--- src/rtl/fft_mag_sq.sv ---
// rtl/fft_mag_sq.sv - magnitude-squared stage for FFT output beats with bin tracking and TLAST regeneration
// Define FFT_MAG_SQ_PEAK_EN to add the per-frame peak bin/magnitude outputs.
module fft_mag_sq #(
  parameter int FRAME_LEN     = 1024,
  parameter int BIN_W         = 10,
  parameter int HALF_SPECTRUM = 1
) (
  input  logic             I_CLOCK,
  input  logic             I_RESETN,
  input  logic             S_I_DATA_VALID,
  output logic             S_O_DATA_READY,
  input  logic [31:0]      S_I_DATA,
  input  logic             S_I_DATA_TLAST,
  output logic             M_O_DATA_VALID,
  input  logic             M_I_DATA_READY,
  output logic [31:0]      M_O_DATA,
  output logic             M_O_DATA_TLAST,
  output logic             O_FRAME_ERR
`ifdef FFT_MAG_SQ_PEAK_EN
  ,
  output logic [BIN_W-1:0] O_PEAK_BIN,
  output logic [31:0]      O_PEAK_MAG,
  output logic             O_PEAK_VALID
`endif
);

  localparam logic [BIN_W-1:0] LAST_BIN     = BIN_W'(FRAME_LEN - 1);
  localparam logic [BIN_W-1:0] HALF_LEN     = BIN_W'(FRAME_LEN / 2);
  localparam logic [BIN_W-1:0] OUT_LAST_BIN = (HALF_SPECTRUM != 0) ? BIN_W'(FRAME_LEN / 2 - 1) : LAST_BIN;

  logic             ce;
  logic             accept;
  logic [BIN_W-1:0] bin;
  logic             keep;
  logic signed [15:0] re;
  logic signed [15:0] im;
  logic [30:0]      re_sq;
  logic [30:0]      im_sq;
  logic [31:0]      sum;

  logic             s1_valid;
  logic             s1_keep;
  logic             s1_last;
  logic [30:0]      s1_re_sq;
  logic [30:0]      s1_im_sq;

  assign ce             = !M_O_DATA_VALID || M_I_DATA_READY;
  assign S_O_DATA_READY = ce;
  assign accept         = S_I_DATA_VALID && ce;

  assign re    = S_I_DATA[15:0];
  assign im    = S_I_DATA[31:16];
  // Squares of signed 16-bit values are non-negative and at most 2^30, so 31 bits hold them exactly.
  assign re_sq = re * re;
  assign im_sq = im * im;
  assign keep  = (HALF_SPECTRUM == 0) || (bin < HALF_LEN);
  assign sum   = {1'b0, s1_re_sq} + {1'b0, s1_im_sq};

  // Input TLAST only resyncs the count; output TLAST always comes from the count.
  always_ff @(posedge I_CLOCK or negedge I_RESETN) begin
    if (!I_RESETN) begin
      bin         <= '0;
      O_FRAME_ERR <= 1'b0;
    end else if (accept) begin
      if (S_I_DATA_TLAST || (bin == LAST_BIN)) begin
        bin <= '0;
      end else begin
        bin <= bin + 1'b1;
      end
      if (S_I_DATA_TLAST != (bin == LAST_BIN)) begin
        O_FRAME_ERR <= 1'b1;
      end
    end
  end

  always_ff @(posedge I_CLOCK or negedge I_RESETN) begin
    if (!I_RESETN) begin
      s1_valid <= 1'b0;
      s1_keep  <= 1'b0;
      s1_last  <= 1'b0;
      s1_re_sq <= '0;
      s1_im_sq <= '0;
    end else if (ce) begin
      s1_valid <= accept;
      if (accept) begin
        s1_keep  <= keep;
        s1_last  <= (bin == OUT_LAST_BIN);
        s1_re_sq <= re_sq;
        s1_im_sq <= im_sq;
      end
    end
  end

  // Dropped bins travel as bubbles and leave the output register untouched.
  always_ff @(posedge I_CLOCK or negedge I_RESETN) begin
    if (!I_RESETN) begin
      M_O_DATA_VALID <= 1'b0;
      M_O_DATA_TLAST <= 1'b0;
      M_O_DATA       <= '0;
    end else if (ce) begin
      M_O_DATA_VALID <= s1_valid && s1_keep;
      M_O_DATA_TLAST <= s1_valid && s1_keep && s1_last;
      if (s1_valid && s1_keep) begin
        M_O_DATA <= sum;
      end
    end
  end

`ifdef FFT_MAG_SQ_PEAK_EN
  logic [BIN_W-1:0] s1_bin;
  logic [BIN_W-1:0] out_bin;
  logic [BIN_W-1:0] run_bin;
  logic [31:0]      run_mag;
  logic             out_fire;
  logic             take;
  logic [BIN_W-1:0] best_bin;
  logic [31:0]      best_mag;

  always_ff @(posedge I_CLOCK or negedge I_RESETN) begin
    if (!I_RESETN) begin
      s1_bin  <= '0;
      out_bin <= '0;
    end else if (ce) begin
      if (accept) begin
        s1_bin <= bin;
      end
      if (s1_valid && s1_keep) begin
        out_bin <= s1_bin;
      end
    end
  end

  assign out_fire = M_O_DATA_VALID && M_I_DATA_READY;
  // Bin 0 opens a new frame; strict compare keeps the lowest bin on ties.
  assign take     = (out_bin == '0) || (M_O_DATA > run_mag);

  always_comb begin
    best_bin = run_bin;
    best_mag = run_mag;
    if (take) begin
      best_bin = out_bin;
      best_mag = M_O_DATA;
    end
  end

  always_ff @(posedge I_CLOCK or negedge I_RESETN) begin
    if (!I_RESETN) begin
      run_bin      <= '0;
      run_mag      <= '0;
      O_PEAK_BIN   <= '0;
      O_PEAK_MAG   <= '0;
      O_PEAK_VALID <= 1'b0;
    end else begin
      O_PEAK_VALID <= 1'b0;
      if (out_fire) begin
        run_bin <= best_bin;
        run_mag <= best_mag;
        if (M_O_DATA_TLAST) begin
          O_PEAK_BIN   <= best_bin;
          O_PEAK_MAG   <= best_mag;
          O_PEAK_VALID <= 1'b1;
        end
      end
    end
  end
`endif

endmodule

--- config.mk ---
export PLATFORM = sky130hd
export DESIGN_NAME = fft_mag_sq
export DESIGN_NICKNAME = d
export VERILOG_FILES = /design/src/rtl/fft_mag_sq.sv
export SDC_FILE = /design/constraint.sdc
export NUM_CORES = 1
export LEC_CHECK = 0
export BUFFER_PORTS_ARGS = -buffer_cell sky130_fd_sc_hd__buf_2
export CAP_MARGIN = 20
export CORE_MARGIN = 2
export CORE_UTILIZATION = 37
export CTS_BUF_LIST = sky130_fd_sc_hd__clkbuf_16
export DETAILED_ROUTE_END_ITERATION = 10
export GPL_ROUTABILITY_DRIVEN = 0
export GPL_TIMING_DRIVEN = 0
export SYNTH_ARGS = -nofsm -noshare
export SYNTH_HDL_FRONTEND = slang
export SYNTH_SLANG_ARGS = --single-unit
--- constraint.sdc ---
create_clock -name I_CLOCK -period 5.4 [get_ports I_CLOCK]
set_input_delay 0.81 -clock I_CLOCK [delete_from_list [all_inputs] [get_ports I_CLOCK]]
set_output_delay 0.81 -clock I_CLOCK [all_outputs]
set_load 0.05 [all_outputs]
==> results of run 1 <==
## worst max-delay path by stage
stage	cells past startpoint	start	to	slack, ns
2_1_floorplan	21	S_I_DATA[4]	s1_re_sq[30]	-0.93
3_3_place_gp	21	S_I_DATA[6]	s1_re_sq[30]	-1.80
3_5_place_dp	21	S_I_DATA[6]	s1_re_sq[30]	-1.80
4_1_cts	21	S_I_DATA[10]	s1_re_sq[30]	-0.86
5_1_grt	25	S_I_DATA[15]	s1_re_sq[30]	-1.14
6_report	23	S_I_DATA[10]	s1_re_sq[30]	-1.00
## layer usage
layer	track usage [%]	vias to the layer above
li1	-	7962
met1	25.5	8901
met2	32.9	400
met3	2.66	100
met4	4.61	2
met5	0	-
## through the flow
| stage | utilization (%) | setup TNS [ns] | cell area [µm²] | hold WS (ns) | setup WS, ns |
|---|---|---|---|---|---|
| after detailed placement | 41.1 | -40.80 | 24800 | 0.445 | -1.80 |
| after floorplan | - | -12.61 | 23500 | 0.450 | -0.931 |
| after global routing | 46.2 | -25.78 | 27900 | 0.432 | -1.14 |
| after global placement | 41.1 | -38.60 | 24800 | 0.443 | -1.80 |
| final | 46.2 | -19.61 | 27900 | 0.402 | -1.00 |
| after CTS | 44.6 | -18.56 | 26900 | 0.412 | -0.864 |
## cell type report
| class | count | area [µm²] | area share (%) |
|---|---|---|---|
| Multi-Input combinational cell | 1643 | 18400 | 66.2 |
| Sequential cell | 108 | 2700 | 9.69 |
| Inverter | 653 | 2520 | 9.05 |
| Timing Repair Buffer | 233 | 2010 | 7.21 |
| Tap cell | 782 | 978 | 3.51 |
| Buffer | 69 | 948 | 3.40 |
| Clock buffer | 9 | 225 | 0.808 |
| Clock inverter | 6 | 41.3 | 0.148 |
| Antenna cell | 2 | 5.00 | 0.0180 |
## cell families (layout without fill, tap and decap cells)
| family | count (synthesis) | in the layout | share of synthesized area (%) |
|---|---|---|---|
| buffers and inverters | 725 | 970 | 12.0 |
| other | 0 | 2 | 0 |
| DFF | 108 | 108 | 11.9 |
| AOI/OAI and AO/OA | 299 | 299 | 8.49 |
| and+or+nand+nor | 559 | 559 | 10.9 |
| muxes | 8 | 8 | 0.370 |
| xor gates and xnor gates | 113 | 113 | 4.37 |
| adders and majority gates | 664 | 664 | 51.9 |
## synthesized netlist by cell type, types with 3 or more instances
master	instances	area, µm²
inv_1	650	2440
fa_1	458	9170
nand2_1	298	1120
ha_1	206	2580
dfrtp_1	108	2700
nor2_1	100	375
o21ai_0	99	495
xnor2_1	76	666
clkbuf_1	69	259
a21oi_1	62	310
and2_1	59	369
a21o_1	44	330
xor2_1	37	324
nand3_1	30	150
nor3_1	13	65.1
a31o_2	10	87.6
and3_1	10	62.6
nor2b_1	10	62.6
or2_2	10	62.6
nand2b_1	9	56.3
nand4_1	9	56.3
o21bai_1	9	67.6
a211oi_1	8	60.1
o211ai_1	7	52.6
o21ai_1	7	35.0
o31ai_1	7	52.6
a31oi_1	6	37.5
mux2i_1	5	50.1
a211o_1	4	35.0
o21a_1	4	30.0
a221oi_1	3	26.3
clkinv_1	3	11.3
mux2_2	3	33.8
nor4_1	3	18.8
o2111ai_1	3	26.3
## sequential cells by signal, indices dropped and copies added (netlist names), 10 cells and up
name / cells
s1_re_sq: 30
s1_im_sq: 30
bin: 10
M_O_DATA: 32
## what timing repair did
action,4_1_cts,5_1_grt
gates cloned,1,1
setup buffers,115,58
pin swaps,125,124
setup endpoints to repair,37,39
gates resized for setup,244,148
==> run metrics, run 1 <==
fillers=5721; worst path cell trace=buf_8, clkbuf_16, buf_8, nand2_4, fa_1, inv_1, fa_1, fa_1, fa_1, fa_1, inv_2, fa_1, inv_2, ha_4, buf_6, and3_4, and4_4, a21bo_4, a211o_4, a311oi_4, a211oi_2, mux2i_1, a211o_1; Max Cap Viol=0; clock root buffer=clkbuf_16; Starting DRT DRC Count=949; fin nets=3418; WP buf/inv=7; period utilization=119%; drt pass-1 iters=7; Buffers on Ports=67; commonest non-fill, non-tap cell in the layout=inv_1; R2R Setup Slk=2.19 ns; worst reg2reg path depth=10; Reg2Reg Capture Point=M_O_DATA[31]; layout cells sized above 1=21.8%; Post-DRT Antenna Nets=0; Site Rows=90; Hold Path Class=input port to asynchronous set/reset pin; CTS tree=yes; Max Fanout on Critical Path=6; slowest stage cell, crit path=fa_1; WL final=58500 µm; CTS buffer count=9; Post-Syn Area=22600 µm²; crit path time final=6.40 ns; Setup WS post-layout=-1.00 ns; crit end category=register; Cell Count, Final, Fillers Out=3505; Die W=251 µm; RSZ-0062 raised after global routing=yes; Final Hold Fails=0; crit-path max cell delay=0.56 ns; DR WL met3=2700 µm; Routed WL per cell=16.7 µm; initial antenna violation count=1; worst-margin pin slew=1.02 ns; commonest cells after routing, fill and taps aside=inv_1, fa_1, nand2_1, ha_1, buf_4; Die Y=251 µm; final slew viol count=0; Initial Util=37.5%; CP top delay family=adder cells; CP Class=input port to register; first-pass GRT wire length=95300 µm; final setup violation count=35; DP Wirelength=47100 µm; CTS max path bufs=2; routed vias/inst=4.95; total gr overflow=0; Met1 Routed Length=25200 µm; relative slew slack=31.6%; FMAX=0.156 GHz; predominant post-synthesis flop cell=dfrtp_1; Data arrival, critical path=6.65 ns; CTS Sinks=108; Post-synth ARST share=100%; synth unique cells=63; Max Used Layer=met5; gr usage total=19.1%; Placed Cells incl. Taps=3326; #FFs+latches synth=108; violated checks=setup timing; number of global-route vias before repair=18900; area added between synthesis and finish=23.2%; DRC violations left=0; CP startpoint kind=input port; Clock Pin Slew Worst Setup and Hold Paths=0.07 ns; later-pin clock latency in the skew report=0.37 ns; Setup Skew=0.00601 ns; most used cell, CP=fa_1; io pins=73; die area=63200 µm²; # H-tree levels=3; Avg Inst Size Synth=9.14 µm²; post-synth net total=3177; Mapped Cells=2476; YS warnings=0; status=finished, violations left; sequential cell area fraction in the yosys report=11.9%; Worst Path Required=5.65 ns; core area=60400 µm²; hold_buf cts=0; via count=17400; largest net degree at the start of global routing=74; met2 wire length=29100 µm; reg2reg start=s1_re_sq[3]; EDFF count, synth=0
Power of run 1 is not shown: default switching activity piles up to over one toggle a cycle in this logic, so the estimate is an artifact.
==> inputs of run 2 (changes only) <==
- CORE_ASPECT_RATIO: default -> 0.8
- clock period: 5.4 -> 6.6 ns (I/O delays scaled with it)
==> run metrics, run 2 (synthesized netlist as in run 1, its figures left out) <==
status=finished clean; die area=63200 µm²; worst-margin pin slew=0.893 ns; period utilization=99.5%; critical hold path startpoint=O_FRAME_ERR; Met1 Routed Length=27000 µm; worst reg2reg path depth=10; total gr overflow=0; Reg2Reg Capture Point=M_O_DATA[30]; commonest cells after routing, fill and taps aside=inv_1, fa_1, nand2_1, ha_1, dfrtp_1; max reg flops=32; CP Class=input port to register; crit path time final=6.56 ns; # H-tree levels=3; first-pass GRT wire length=92200 µm; Die Y=225 µm; final slew viol count=0; FMAX=0.152 GHz; Clock Pin Slew Worst Setup and Hold Paths=0.08 ns; drt pass-1 iters=5; crit end category=register; fin util=42.6%; largest net degree at the start of global routing=56; met2 wire length=25400 µm; RSZ-0062 raised after global routing=yes; CP startpoint kind=input port; worst hold path endpoint=O_FRAME_ERR; Placed Cells incl. Taps=3332; Routed WL per cell=16.5 µm; top flop regs=M_O_DATA (32), s1_im_sq (30), s1_re_sq (30); worst hold stages=1; Cell Count, Final, Fillers Out=3413; layout cells sized above 1=12.9%; Setup TNS=0 ns; Max Used Layer=met4; CTS buffer count=9; hold_buf cts=0; Max Fanout on Critical Path=5; Post-DRT Antenna Nets=0; area added between synthesis and finish=14.5%; Worst Path Required=6.84 ns; Buffers on Ports=67; pre-CTS setup slack=-1.25 ns; Initial Util=37.2%; CTS tree=yes; Max Cap Viol=0; Die W=280 µm; fillers=5928; initial antenna violation count=1; WL final=56400 µm; DP Wirelength=47800 µm; relative slew slack=40.5%; Hold Path Class=register to register; Setup WS post-layout=0.0353 ns; DR WL met3=3340 µm; via count=16700; gr usage total=18.6%; later-pin clock latency in the skew report=0.38 ns; io pins=73; routed vias/inst=4.89; Final Hold Fails=0; Setup Skew=0.0157 ns; CTS max path bufs=2; R2R Setup Slk=3.30 ns; CTS Sinks=108; number of global-route vias before repair=17900; Site Rows=81; commonest non-fill, non-tap cell in the layout=inv_1; clock root buffer=clkbuf_16; final setup violation count=0; largest reg by FF count=M_O_DATA; fin nets=3319; Data arrival, critical path=6.80 ns; DRC violations left=0; Starting DRT DRC Count=1067; reg2reg start=s1_re_sq[3]; core area=60800 µm²
[run 2: changes by cell type in the layout (fill, tap and decap cells not counted), moves of 20 or more]
cell and delta:
buf_4 -57, inv_1 +31, o21ai_0 +31, inv_2 -28, buf_6 -27, nand2_1 +25
o21ai_1 -25, clkbuf_16 -20
[run 2: critical path, stage by stage]
cell and delay (ns):
buf_4 0.13, buf_6 0.13, and2_4 0.14, fa_1 0.54, inv_2 0.05, fa_2 0.55, fa_2 0.45, fa_1 0.54
inv_2 0.04, fa_1 0.49, fa_2 0.47, ha_4 0.29, o211ai_1 0.09, nor2_2 0.20, o2111ai_2 0.19, a21bo_4 0.27
a211o_4 0.35, a311oi_4 0.37, buf_4 0.20, a31oi_4 0.08, xor2_1 0.16, o21ai_1 0.07
[run 2: cell type report]
type	instances	area, µm²	area share (%)
Timing Repair Buffer	144	1120	4.32
Clock buffer	9	225	0.869
Sequential cell	108	2700	10.4
Antenna cell	2	5.00	0.0193
Tap cell	788	986	3.80
Clock inverter	7	72.6	0.280
Inverter	653	2500	9.67
Buffer	59	584	2.25
Multi-Input combinational cell	1643	17700	68.4
[run 2: worst max-delay path by stage]
| stage | from | endpoint | slack, ns | cells past startpoint |
|---|---|---|---|---|
| detailed placement | S_I_DATA[20] | s1_im_sq[28] | -1.25 | 22 |
| floorplan | S_I_DATA[21] | s1_im_sq[28] | 0.003 | 24 |
| CTS | S_I_DATA[3] | s1_re_sq[30] | 0.0003 | 25 |
| global route | S_I_DATA[3] | s1_re_sq[19] | -0.15 | 22 |
| finish | S_I_DATA[1] | s1_re_sq[28] | 0.04 | 22 |
| global placement | S_I_DATA[20] | s1_im_sq[28] | -1.19 | 22 |
[run 2: metrics by stage]
stage | hold slack (ns) | area (µm²)
CTS | 0.474 | 25100
floorplan | 0.450 | 22800
global route | 0.503 | 25900
detailed placement | 0.449 | 24100
global placement | 0.439 | 24100
finish | 0.464 | 25900
[run 2: per-layer routing]
metal / up-vias / global-route usage (%)
li1: 7758 / -
met5: - / 0
met2: 330 / 29.2
met3: 43 / 3.33
met1: 8544 / 27.3
met4: 0 / 2.62
[run 2: what timing repair did]
| action | in CTS | in global routing |
|---|---|---|
| pin swaps | 27 | 68 |
| setup buffers | 19 | 53 |
| gates resized for setup | 127 | 137 |
| endpoints found under the setup margin | 24 | 18 |
| gates cloned | 0 | 3 |
Power of run 2 is left out for the same reason.
